File: src/rtl/demux_1to2_buf_pkg.sv
`default_nettype none
// ============================================================================
// Module   : demux_1to2_buf_pkg
// Brief    : Shared constants for the buffered 1-to-2 demultiplexer:
//            channel select encodings and per-channel buffer depth.
// Revision : 1.0 - initial release
// ============================================================================
package demux_1to2_buf_pkg;

    // Channel select encodings carried on select_i
    localparam logic c_SEL_CH0 = 1'b0;
    localparam logic c_SEL_CH1 = 1'b1;

    // Occupancy counter width and per-channel buffer depth
    localparam int         c_CNT_W     = 2;
    localparam logic [1:0] c_BUF_DEPTH = 2'd2;

endpackage : demux_1to2_buf_pkg
`default_nettype wire

File: src/rtl/demux_1to2_buf_if.sv
`default_nettype none
// ============================================================================
// Module   : demux_1to2_buf_if
// Brief    : Producer side plus both consumer channels of the buffered
//            1-to-2 demultiplexer. Signal directions are named from the
//            point of view of the demultiplexer (slave modport).
// Revision : 1.0 - initial release
// ============================================================================
interface demux_1to2_buf_if #(
    parameter int size = 32
);
    // Producer side
    logic [size-1:0] data_i;
    logic            select_i;
    logic            valid_i;
    logic            ready_o;
    // Channel 0 consumer
    logic [size-1:0] data0_o;
    logic            valid0_o;
    logic            ready0_i;
    // Channel 1 consumer
    logic [size-1:0] data1_o;
    logic            valid1_o;
    logic            ready1_i;

    // Demultiplexer view
    modport slave (
        input  data_i, select_i, valid_i, ready0_i, ready1_i,
        output ready_o, data0_o, valid0_o, data1_o, valid1_o
    );

    // Producer / consumer (environment) view
    modport master (
        output data_i, select_i, valid_i, ready0_i, ready1_i,
        input  ready_o, data0_o, valid0_o, data1_o, valid1_o
    );
endinterface : demux_1to2_buf_if
`default_nettype wire

File: src/rtl/demux_1to2_buf_buf_2entry.sv
`default_nettype none
// ============================================================================
// Module   : buf_2entry
// Brief    : Two-entry FIFO with 1-bit wrapping pointers and a 2-bit count.
//            Head word is presented combinationally from storage and reads
//            as zero while empty. Push on full / pop on empty are ignored.
// Revision : 1.0 - initial release
// ============================================================================
module buf_2entry
    import demux_1to2_buf_pkg::*;
#(
    parameter int size = 32
) (
    input  wire logic            clk_i,
    input  wire logic            rst_i,
    input  wire logic [size-1:0] data_i,
    input  wire logic            push_i,
    input  wire logic            pop_i,
    output logic      [size-1:0] data_o,
    output logic                 full_o,
    output logic                 empty_o
);

    logic [size-1:0]    mem_q [2];
    logic               wr_ptr_q, wr_ptr_d;
    logic               rd_ptr_q, rd_ptr_d;
    logic [c_CNT_W-1:0] count_q, count_d;
    logic               w_push;
    logic               w_pop;

    assign full_o  = (count_q == c_BUF_DEPTH);
    assign empty_o = (count_q == '0);
    assign w_push  = push_i && !full_o;
    assign w_pop   = pop_i && !empty_o;
    assign data_o  = empty_o ? '0 : mem_q[rd_ptr_q];

    // Next pointer/count: a simultaneous push and pop leaves the count unchanged
    always_comb begin
        wr_ptr_d = wr_ptr_q;
        rd_ptr_d = rd_ptr_q;
        count_d  = count_q;
        if (w_push) begin
            wr_ptr_d = ~wr_ptr_q;
        end
        if (w_pop) begin
            rd_ptr_d = ~rd_ptr_q;
        end
        if (w_push && !w_pop) begin
            count_d = count_q + 2'd1;
        end else if (w_pop && !w_push) begin
            count_d = count_q - 2'd1;
        end
    end

    // Storage and pointer registers; reset empties the buffer at once
    always_ff @(posedge clk_i or posedge rst_i) begin
        if (rst_i) begin
            mem_q[0] <= '0;
            mem_q[1] <= '0;
            wr_ptr_q <= 1'b0;
            rd_ptr_q <= 1'b0;
            count_q  <= '0;
        end else begin
            if (w_push) begin
                mem_q[wr_ptr_q] <= data_i;
            end
            wr_ptr_q <= wr_ptr_d;
            rd_ptr_q <= rd_ptr_d;
            count_q  <= count_d;
        end
    end

endmodule : buf_2entry
`default_nettype wire

File: src/rtl/demux_1to2_buf.sv
`default_nettype none
// ============================================================================
// Module   : demux_1to2_buf
// Brief    : Registered 1-to-2 demultiplexer. Each accepted word is steered
//            by select_i into one of two independent 2-entry buffers, so a
//            stalled consumer never blocks the other channel.
// Revision : 1.0 - initial release
// ============================================================================
module demux_1to2_buf
    import demux_1to2_buf_pkg::*;
#(
    parameter int size = 32
) (
    input  wire logic         clk_i,
    input  wire logic         rst_i,
    demux_1to2_buf_if.slave   bus
);

    logic            w_full0, w_full1;
    logic            w_empty0, w_empty1;
    logic            w_accept;
    logic            w_push0, w_push1;
    logic            w_pop0, w_pop1;
    logic [size-1:0] w_data0, w_data1;

    // ready_o depends only on select_i and the registered fill levels,
    // never on the consumer ready inputs
    assign bus.ready_o = (bus.select_i == c_SEL_CH1) ? !w_full1 : !w_full0;
    assign w_accept    = bus.valid_i && bus.ready_o;
    assign w_push0     = w_accept && (bus.select_i == c_SEL_CH0);
    assign w_push1     = w_accept && (bus.select_i == c_SEL_CH1);

    assign bus.valid0_o = !w_empty0;
    assign bus.valid1_o = !w_empty1;
    assign w_pop0       = bus.valid0_o && bus.ready0_i;
    assign w_pop1       = bus.valid1_o && bus.ready1_i;
    assign bus.data0_o  = w_data0;
    assign bus.data1_o  = w_data1;

    buf_2entry #(.size(size)) u_buf0 (
        .clk_i   (clk_i),
        .rst_i   (rst_i),
        .data_i  (bus.data_i),
        .push_i  (w_push0),
        .pop_i   (w_pop0),
        .data_o  (w_data0),
        .full_o  (w_full0),
        .empty_o (w_empty0)
    );

    buf_2entry #(.size(size)) u_buf1 (
        .clk_i   (clk_i),
        .rst_i   (rst_i),
        .data_i  (bus.data_i),
        .push_i  (w_push1),
        .pop_i   (w_pop1),
        .data_o  (w_data1),
        .full_o  (w_full1),
        .empty_o (w_empty1)
    );

endmodule : demux_1to2_buf
`default_nettype wire

File: src/flat_wrapper.sv
// flat-port wrapper written by rule: the top's interface ports become plain ports
module demux_1to2_buf_flat import demux_1to2_buf_pkg::*;
#(
    parameter int size = 32
)
  (clk_i, rst_i, bus_data_i, bus_select_i, bus_valid_i, bus_ready0_i, bus_ready1_i, bus_ready_o, bus_data0_o, bus_valid0_o, bus_data1_o, bus_valid1_o);
  demux_1to2_buf_if #(.size(size)) bus_i ();
  input  wire logic clk_i;
  input  wire logic rst_i;
  input wire logic [$bits(bus_i.data_i)-1:0] bus_data_i;
  input wire logic [$bits(bus_i.select_i)-1:0] bus_select_i;
  input wire logic [$bits(bus_i.valid_i)-1:0] bus_valid_i;
  input wire logic [$bits(bus_i.ready0_i)-1:0] bus_ready0_i;
  input wire logic [$bits(bus_i.ready1_i)-1:0] bus_ready1_i;
  output wire logic [$bits(bus_i.ready_o)-1:0] bus_ready_o;
  output wire logic [$bits(bus_i.data0_o)-1:0] bus_data0_o;
  output wire logic [$bits(bus_i.valid0_o)-1:0] bus_valid0_o;
  output wire logic [$bits(bus_i.data1_o)-1:0] bus_data1_o;
  output wire logic [$bits(bus_i.valid1_o)-1:0] bus_valid1_o;
  assign bus_i.data_i = bus_data_i;
  assign bus_i.select_i = bus_select_i;
  assign bus_i.valid_i = bus_valid_i;
  assign bus_i.ready0_i = bus_ready0_i;
  assign bus_i.ready1_i = bus_ready1_i;
  assign bus_ready_o = bus_i.ready_o;
  assign bus_data0_o = bus_i.data0_o;
  assign bus_valid0_o = bus_i.valid0_o;
  assign bus_data1_o = bus_i.data1_o;
  assign bus_valid1_o = bus_i.valid1_o;
  demux_1to2_buf #(.size(size)) u_core (.clk_i(clk_i), .rst_i(rst_i), .bus(bus_i));
endmodule
File: config.mk
export PLATFORM = sky130hd
export DESIGN_NAME = demux_1to2_buf_flat
export DESIGN_NICKNAME = d
export VERILOG_FILES = /design/src/rtl/demux_1to2_buf_pkg.sv /design/src/rtl/demux_1to2_buf_if.sv /design/src/rtl/demux_1to2_buf_buf_2entry.sv /design/src/rtl/demux_1to2_buf.sv /design/src/flat_wrapper.sv
export SDC_FILE = /design/constraint.sdc
export NUM_CORES = 1
export LEC_CHECK = 0
export BUFFER_PORTS_ARGS = -buffer_cell sky130_fd_sc_hd__clkbuf_2
export CORE_ASPECT_RATIO = 0.7
export CORE_MARGIN = 4
export CORE_UTILIZATION = 50
export DETAILED_ROUTE_END_ITERATION = 10
export PLACE_DENSITY = 0.72
export SLEW_MARGIN = 20
export SYNTH_ARGS = -nofsm -noshare
export SYNTH_HDL_FRONTEND = slang
export SYNTH_SLANG_ARGS = --single-unit
File: constraint.sdc
create_clock -name clk_i -period 5.4 [get_ports clk_i]
set_input_delay 0.54 -clock clk_i [delete_from_list [all_inputs] [get_ports clk_i]]
set_output_delay 0.54 -clock clk_i [all_outputs]
set_load 0.02 [all_outputs]
# == Word-level counts from Yosys, hierarchy flattened ==
# Index checks and enable logic that the tools add are counted.
# op_classes
n_addsub,4
multipliers,0
n_div,0
magnitude_cmp,6
eq_ne,2
n_shift,0
muxes,19
bitwise_logic,9
n_reduce_logical,27
# op_table
op,n
2-to-1 mux 32 bit,10
bitwise mux 64 bit,2
demux 32 bit (select 1 bit),2
logical AND 1 bit,15
>= comparator 2 bit (second input constant),4
zero test 1 bit,8
2-to-1 mux 2 bit,4
NOT 1 -> 2 bit,4
NOT 1 bit,5
adder 2 x 1 -> 2 bit (second input constant),2
equality test 2 bit (second input constant),2
zero test 2 bit,2
less-than comparator 2 x 1 -> 1 bit (second input constant),2
nonzero test 2 bit,2
subtractor 2 x 1 -> 2 bit (second input constant),2
2-to-1 mux 1 bit,1
# totals
reg_bits,136
latchBits,0
mem_bits_rw,0
rom_bits,0
out_inout_bits,67
elab_cells,77
mem_count,0

# == Longest topological paths before layout ==
# Gate-level depths: netlist of the first run.
# depth
ltp_word,10
mapped_depth,7
ltp_nobuf,7

# == Modules after synthesis ==
# Synthesis of the first run repeated with hierarchy kept, for this count alone.
# hier_totals
cells_unflattened,457
hier_area_um2,6503.7
# by_module_without_submodules
mod,n_inst,cells_each,area_per_inst_um2,seq_area_each_um2
buf_2entry (u_core.u_buf0),1,225,3238.1,1701.6
buf_2entry (u_core.u_buf1),1,225,3219.3,1701.6
demux_1to2_buf,1,7,46.3,0.0

# == Least setup slack after synthesis of the first run ==
# No wires, ideal clock.
# synth_timing
path_kind,register -> output
startpoint,register u_core.u_buf0.rd_ptr_q
endpoint,output port bus_data0_o[10]
t_arrival_ns,1.215
setup_slack_ns,3.645
stages_incl_launch_ff,5
path_cell_list,dfrtp_1 clkbuf_1 buf_2 mux2i_1 nor2_1
# synth_via
elab_chain_len,5
# synth_lines
element,line,source
start: declaration,demux_1to2_buf_buf_2entry.sv:26,"logic rd_ptr_q, rd_ptr_d;"
start signal: assignment,demux_1to2_buf_buf_2entry.sv:68,rd_ptr_q <= rd_ptr_d;
NOT 1 -> 2 bit (implied by the code),demux_1to2_buf_buf_2entry.sv:35,assign data_o = empty_o ? '0 : mem_q[rd_ptr_q];
2-to-1 mux 32 bit (implied by the code) (3 in a row),demux_1to2_buf_buf_2entry.sv:35,
2-to-1 mux 32 bit,demux_1to2_buf_buf_2entry.sv:35,
end: declaration,flat_wrapper.sv:16,output wire logic [$bits(bus_i.data0_o)-1:0] bus_data0_o;
# No other way between the ends. The select of a mux whose other input is x is not followed.

# == Worst setup path after layout of the first run ==
# layout_timing
startpoint,register u_core.u_buf1.rd_ptr_q
endpoint,output port bus_data1_o[12]
# layout_via
elab_chain_len,5
# layout_lines
element,line,source
start: declaration,demux_1to2_buf_buf_2entry.sv:26,
start signal: assignment,demux_1to2_buf_buf_2entry.sv:68,
NOT 1 -> 2 bit (implied by the code),demux_1to2_buf_buf_2entry.sv:35,
2-to-1 mux 32 bit (implied by the code) (3 in a row),demux_1to2_buf_buf_2entry.sv:35,
2-to-1 mux 32 bit,demux_1to2_buf_buf_2entry.sv:35,
end: declaration,flat_wrapper.sv:18,output wire logic [$bits(bus_i.data1_o)-1:0] bus_data1_o;
# No other way between the ends. The select of a mux whose other input is x is not followed.

==> summary.md, run 1 <==
| Metric | Value |
|---|---|
| Status | `finished clean` |
| IO buf count | `approximately 100` |
| Biggest area consumer among synthesized cells | `dfrtp_1` |
| CP Data Arrival Time | `between 2 and 2.5 ns` |
| Critical path required time | `a little under 5 ns` |
| Largest net degree at the start of global routing | `70` |
| Commonest non-fill, non-tap cell in the layout | `dfrtp_1` |
| Synth top area share | `0.554` |
| Met1 Use GR | `0.271` |
| Critical path endpoint category | `primary output` |
| DR WL/cell | `17.9 microns` |
| Area growth syn-to-layout | `20.7%` |
| Sw frac | `0.380` |
| Total grt overflow | `0` |
| Total GRT Usage | `0.194` |
| Worst Tran Pin Value | `1.10 ns` |
| Met2 usage | `0.304` |
| DR vias | `~3800` |
| I/O Pins | `105` |
| First-pass GRT wire length | `approximately 21000 microns` |
| Layout cells sized above 1 | `0.481` |
| Total CTS buffers | `17` |
| Core ar. | `between 10000 and 15000 sq um` |
| Vias/cell | `about 5.3` |
| Pint | `around 0.0034 W` |
| Mapped cell area | `a little over 6000 sq um` |
| Crit path cell chain | `mux2i_1 > nor2_1 > clkbuf_2` |
| Net Count, Synth | `between 400 and 500` |
| Psw | `approximately 0.0021 W` |
| Clk sinks | `136` |
| Die area | `between 10000 and 15000 sq um` |
| Sequential Power Share | `0.353` |
| Die Ht | `around 100 microns` |
| Worst-skew pair later-pin latency | `0.40 ns` |
| CTS Buffer Depth | `2` |
| DR pass1 iterations | `5` |
| Clk slew on worst S/H paths | `0.06 ns` |
| DRT Wirelength | `between 10000 and 15000 microns` |
| Width of the die | `about 140 microns` |
| RSZ-0062 raised after global routing | `no` |
| Syn. warnings | `0` |
| Grt peak-use layer | `met2` |
| Number of max-cap violations | `0` |
| Vias in the first global route | `4062` |
| CP max FO | `33` |
| Post-DRT Antenna Nets | `0` |
| H-tree depth | `4` |
| Pwr per Cell Area | `roughly 750 nW/um^2` |
| Peak supply drop | `0.369 mV` |
| Routability-driven placement congestion ratio | `0.755` |
| Starting Density | `0.518` |
| # nets final | `between 500 and 600` |
| Resized Gates After CTS | `0` |
| CP max-delay cell | `dfrtp_2` |
| Initial antenna violation count | `0` |
| Clk pwr share | `0.230` |
| Yosys cell types | `22` |
| Endpoints failing setup | `0` |
| Setup WS pre-CTS | `slightly above 3 ns` |
| Synth Instances | `452` |
| Final Worst Setup Slack | `around 2.8 ns` |
| Gate power share | `0.417` |
| Syn Area/Cell | `~14 sq um` |
| Slew Limit Fails | `0` |
| Slew margin rel. | `0.264` |
| Remaining routing DRC violations | `0` |
| Clk root buf | `clkbuf_16` |
| Final period utilization | `0.490` |
| CTS tree | `done` |
| Startpoint types | `flop` |
| Slowest cell delay on critical path | `approximately 1.1 ns` |
| Most frequent cells in the layout | `dfrtp_1 (134), mux2_2 (126), clkbuf_2 (104), nor2_1 (67), mux2i_1 (64)` |
| FMAX | `around 380 MHz` |
| Diode count | `0` |
| Final Hold Viols | `0` |
| Register area share after synthesis | `0.554` |
| Flops & latches, synth | `136` |
| Crit path kind | `flop to primary output` |
| Postcts setup bufs | `0` |
| Final TNS setup | `0 ns` |
| Hold WC Path Type | `primary input to async pin` |
| Top cells by area, synth | `dfrtp_1 (55%), mux2_2 (23%), mux2i_1 (10%)` |
| Met3 usage | `0.0507` |
| Leakage | `~3.5 nW` |
| Min Tclk post-route | `2.65 ns` |
| Rows | `33` |
| Drt initial violations | `147` |
| Worst-case clock skew | `between 0.008 and 0.009 ns` |
| Cts hold-fix bufs | `0` |
| Final HPWL DP | `7970 microns` |
==> final timing paths <==
check	endpoint	start	slack [ns]	depth (start not counted)
min reg2reg	u_core.u_buf1.mem_q[57]	u_core.u_buf1.mem_q[57]	0.49	1
max reg2reg	u_core.u_buf0.count_q[1]	u_core.u_buf0.count_q[0]	3.26	7
min	u_core.u_buf0.mem_q[27]	rst_i	0.21	2
max	bus_data1_o[12]	u_core.u_buf1.rd_ptr_q	2.75	3
max in group asynchronous	u_core.u_buf1.mem_q[14]	rst_i	3.88	3
min in group clk_i	u_core.u_buf1.rd_ptr_q	bus_ready1_i	0.42	3
==> power groups by stage <==
| stage | combinational [W] | sequential [W] | clock [W] |
|---|---|---|---|
| detailed placement | 0.00233 | 0.00197 | 0 |
| global placement | 0.00228 | 0.00194 | 0 |
| CTS | 0.00235 | 0.00196 | 0.00129 |
| global route | 0.00252 | 0.00203 | 0.00135 |
| floorplan | 0.00182 | 0.00175 | 0 |
| finish | 0.00231 | 0.00196 | 0.00127 |
==> final cells by class <==
cell class | count | area [sq um]
tap | 157 | 196
timing repair buffer | 108 | 551
multi-input combinational | 287 | 2590
clock buffer | 21 | 460
fill | 943 | 4440
clock inverter | 11 | 195
sequential | 136 | 3410
inverter | 3 | 16.3
==> synthesized netlist by cell type, drive strengths merged <==
library cell / instances
mux2: 128
ha: 2
nor3b: 2
nand2: 2
nand4b: 1
nor2b: 2
a21oi: 1
xor2: 6
inv: 3
nand2b: 2
mux2i: 64
buf: 18
and2: 2
nand3: 1
xnor2: 4
clkbuf: 8
nor2: 69
nor4b: 1
dfrtp: 136
==> routing by layer <==
layer / vias up / part of all wire
li1: 1782 / -
met1: 1939 / 0.47
met2: 76 / 0.48
met3: 9 / 0.043
met4: 0 / 0.0059
met5: - / 0
==> kinds of logic (layout without fill, tap and decap cells) <==
family / after synthesis / after routing / share of synthesized area
mux: 192 / 192 / 0.339
flops: 136 / 136 / 0.554
simple gates: 82 / 82 / 0.0599
buf+inv: 29 / 143 / 0.0275
xor+xnor: 10 / 10 / 0.0143
fa+ha+maj: 2 / 2 / 0.00408
compound gates: 1 / 1 / 0.000814
==> metrics by stage <==
step	utilization	power (W)	area, sq um	hold WS, ns	cells
final	0.625	0.00554	7410	0.213	723
after global routing	0.625	0.00589	7410	0.248	723
after CTS	0.625	0.00560	7410	0.230	723
after detailed placement	0.570	0.00430	6760	0.482	691
after global placement	0.570	0.00422	6760	0.467	691
after floorplan	-	0.00357	6140	0.457	452
==> flip-flops by register name (all words and copies together) (netlist names) <==
signal and count:
u_core.u_buf1.rd_ptr_q 1, u_core.u_buf0.wr_ptr_q 1, u_core.u_buf0.mem_q 64, u_core.u_buf1.wr_ptr_q 1
u_core.u_buf1.mem_q 64, u_core.u_buf0.count_q 2, u_core.u_buf1.count_q 2, u_core.u_buf0.rd_ptr_q 1
==> worst max-delay path, delay by kind of cell, from the launching register on <==
| family | cells | cell delay [ns] |
|---|---|---|
| multiplexers | 1 | 0.19 |
| buffers and inverters | 1 | 0.21 |
| AND/OR/NAND/NOR | 1 | 0.24 |
| flip-flops | 1 | 1.05 |
(Power assumes the default switching activity.)
==> inputs of run 2 (changes only) <==
==> constraint.sdc (replaced) <==
create_clock -name clk_i -period 2.7 [get_ports clk_i]
set_input_delay 0.27 -clock clk_i [delete_from_list [all_inputs] [get_ports clk_i]]
set_output_delay 0.27 -clock clk_i [all_outputs]
set_load 0.02 [all_outputs]
==> summary.md, run 2 (synthesis gave the netlist of run 1 again) <==
| Metric | Value |
|---|---|
| Worst-case clock skew | `0.00821 ns (+0.000196 ns)` |
| CP max-delay cell | `nor2_4` |
| FMAX | `447 MHz` |
| Psw | `0.00433 W (+110%)` |
| Final HPWL DP | `8890 microns (+12%)` |
| Postcts setup bufs | `0 (unchanged)` |
| Largest net degree at the start of global routing | `137 (+96%)` |
| Final Hold Viols | `0 (unchanged)` |
| Gate power share | `0.442 (+0.025)` |
| Final Worst Setup Slack | `0.465 ns (-2.29 ns)` |
| DR vias | `3888 (+2.2%)` |
| Biggest regs | `u_core.u_buf0.mem_q x64, u_core.u_buf1.mem_q x64` |
| Final TNS setup | `0 ns (unchanged)` |
| DR pass1 iterations | `4 (-1)` |
| Sequential Power Share | `0.345 (-0.008)` |
| Hold WC Path Type | `primary input to async pin` |
| Final period utilization | `0.828` |
| Grt peak-use layer | `met2` |
| Post-DRT Antenna Nets | `0 (unchanged)` |
| FF-to-FF Start | `u_core.u_buf1.count_q[0]` |
| Most frequent cells in the layout | `dfrtp_1 (134), mux2_2 (126), clkbuf_2 (104), nor2_1 (67), mux2i_1 (64)` |
| Peak supply drop | `0.759 mV (+110%)` |
| Setup WS pre-CTS | `0.814 ns (-2.23 ns)` |
| Drt initial violations | `139 (-5.4%)` |
| CP Data Arrival Time | `1.96 ns (-0.15 ns)` |
| RSZ-0062 raised after global routing | `no` |
| Met1 Use GR | `0.280 (+0.00853)` |
| Routability-driven placement congestion ratio | `0.749 (-0.78%)` |
| Slew margin rel. | `0.539 (+0.275)` |
| FF-to-FF path depth | `4 (-3)` |
| Clk root buf | `clkbuf_16` |
| Sw frac | `0.392 (+0.0127)` |
| Cts hold-fix bufs | `0 (unchanged)` |
| Slowest cell delay on critical path | `0.47 ns (-0.58 ns)` |
| Starting Density | `0.518 (unchanged)` |
| Endpoints failing setup | `0 (unchanged)` |
| Area growth syn-to-layout | `21.3%` |
| Worst reg-to-reg setup slack | `0.85 ns (-2.41 ns)` |
| Critical path required time | `2.43 ns (-2.43 ns)` |
| DRT Wirelength | `13500 microns (+4.1%)` |
| Slew Limit Fails | `0 (unchanged)` |
| Startpoint types | `flop` |
| Commonest non-fill, non-tap cell in the layout | `dfrtp_1` |
| I/O Pins | `105 (unchanged)` |
| DR WL/cell | `18.5 microns (+3.1%)` |
| Die Ht | `101 microns (unchanged)` |
| Vias in the first global route | `4194 (+3.2%)` |
| Clk sinks | `136 (unchanged)` |
| Pint | `0.00670 W (+95%)` |
| Min Tclk post-route | `between 2 and 2.5 ns` |
| Layout cells sized above 1 | `0.489 (+0.00809)` |
| H-tree depth | `4 (unchanged)` |
| Met2 usage | `0.323 (+0.0184)` |
| IO buf count | `104 (unchanged)` |
| Width of the die | `140 microns (unchanged)` |
| Core ar. | `11900 sq um (unchanged)` |
| Crit path kind | `flop to primary output` |
| Total grt overflow | `0 (unchanged)` |
| Total CTS buffers | `17 (unchanged)` |
| Crit path cell chain | `nor2_4 > buf_4 > nor2_1 > clkbuf_2` |
| Initial antenna violation count | `0 (unchanged)` |
| CTS Buffer Depth | `2 (unchanged)` |
| Die area | `14100 sq um (unchanged)` |
| Vias/cell | `5.33 (+1.2%)` |
| Power Total | `0.0110 W (+99%)` |
| Remaining routing DRC violations | `0 (unchanged)` |
| Status | `finished clean` |
| Clk slew on worst S/H paths | `0.06 ns (about the same)` |
| Number of max-cap violations | `0 (unchanged)` |
| Final core utilization | `0.629 (+0.00306)` |
| Critical path endpoint category | `primary output` |
| Worst Tran Pin Value | `0.692 ns (-0.413 ns)` |
| Diode count | `0 (unchanged)` |
| Total GRT Usage | `0.203 (+0.00899)` |
| Worst-skew pair later-pin latency | `0.41 ns (about the same)` |
| Resized Gates After CTS | `0 (unchanged)` |
| First-pass GRT wire length | `22300 microns (+4.4%)` |
| CTS tree | `done` |
| Worst r2r dst | `u_core.u_buf1.mem_q[29]` |
| # nets final | `600 (+1.2%)` |
| Pwr per Cell Area | `1480 nW/um^2 (+98%)` |
| Clk pwr share | `0.213 (-0.017)` |
| Leakage | `3.56 nW (+0.47%)` |
| Rows | `33 (unchanged)` |
| Met3 usage | `0.0479 (-0.00284)` |
| CP max FO | `17 (-48%)` |
[run 2: cell count changes in the layout (fill, tap and decap cells not counted), sizes merged]
cell      delta
buf          +7
clkbuf       -3
bufinv       -2
clkinv       +2
clkinvlp     +2
inv          +1
[run 2: how the worst max path moves through the flow]
| stage | slack [ns] | endpoint | start | depth (start not counted) |
|---|---|---|---|---|
| global placement | 0.84 | u_core.u_buf0.count_q[1] | u_core.u_buf0.count_q[0] | 7 |
| global route | 0.35 | bus_data0_o[21] | u_core.u_buf0.count_q[0] | 4 |
| detailed placement | 0.81 | u_core.u_buf0.count_q[1] | u_core.u_buf0.count_q[0] | 7 |
| CTS | 0.43 | bus_data0_o[21] | u_core.u_buf0.count_q[0] | 4 |
| finish | 0.47 | bus_data0_o[21] | u_core.u_buf0.count_q[0] | 4 |
| floorplan | 0.74 | u_core.u_buf0.count_q[0] | rst_i | 1 |
[run 2: power groups by stage]
stage	Clock, W	Combinational (W)	Sequential [W]
2_1_floorplan	0	0.00364	0.00350
3_3_place_gp	0	0.00482	0.00373
5_1_grt	0.00250	0.00529	0.00393
3_5_place_dp	0	0.00492	0.00381
6_report	0.00235	0.00488	0.00380
4_1_cts	0.00238	0.00495	0.00379
[run 2: critical path, delay by kind of cell (launching register included)]
kind / cells / cell delay, ns
buffers and inverters: 2 / 0.52
DFF: 1 / 0.45
and+or+nand+nor: 2 / 0.57
[run 2: per-stage QoR]
step / hold WS, ns / instances / area, sq um
4_1_cts: 0.0948 / 730 / 7450
5_1_grt: 0.0989 / 730 / 7450
3_3_place_gp: 0.467 / 698 / 6850
6_report: 0.0726 / 730 / 7450
2_1_floorplan: 0.405 / 452 / 6140
3_5_place_dp: 0.474 / 698 / 6850
[run 2: final cells by class]
class                      instances  area, sq um
fill                             911         4400
clock inverter                    14          174
inverter                           3         15.0
multi-input combinational        287         2590
sequential                       136         3410
tap                              157          196
timing repair buffer             115          641
clock buffer                      18          429
[run 2: routing by layer]
layer,routed length [microns],vias to the layer above
met2,6270,82
li1,-,1782
met3,583,10
met4,126,0
met5,0,-
met1,6500,2014
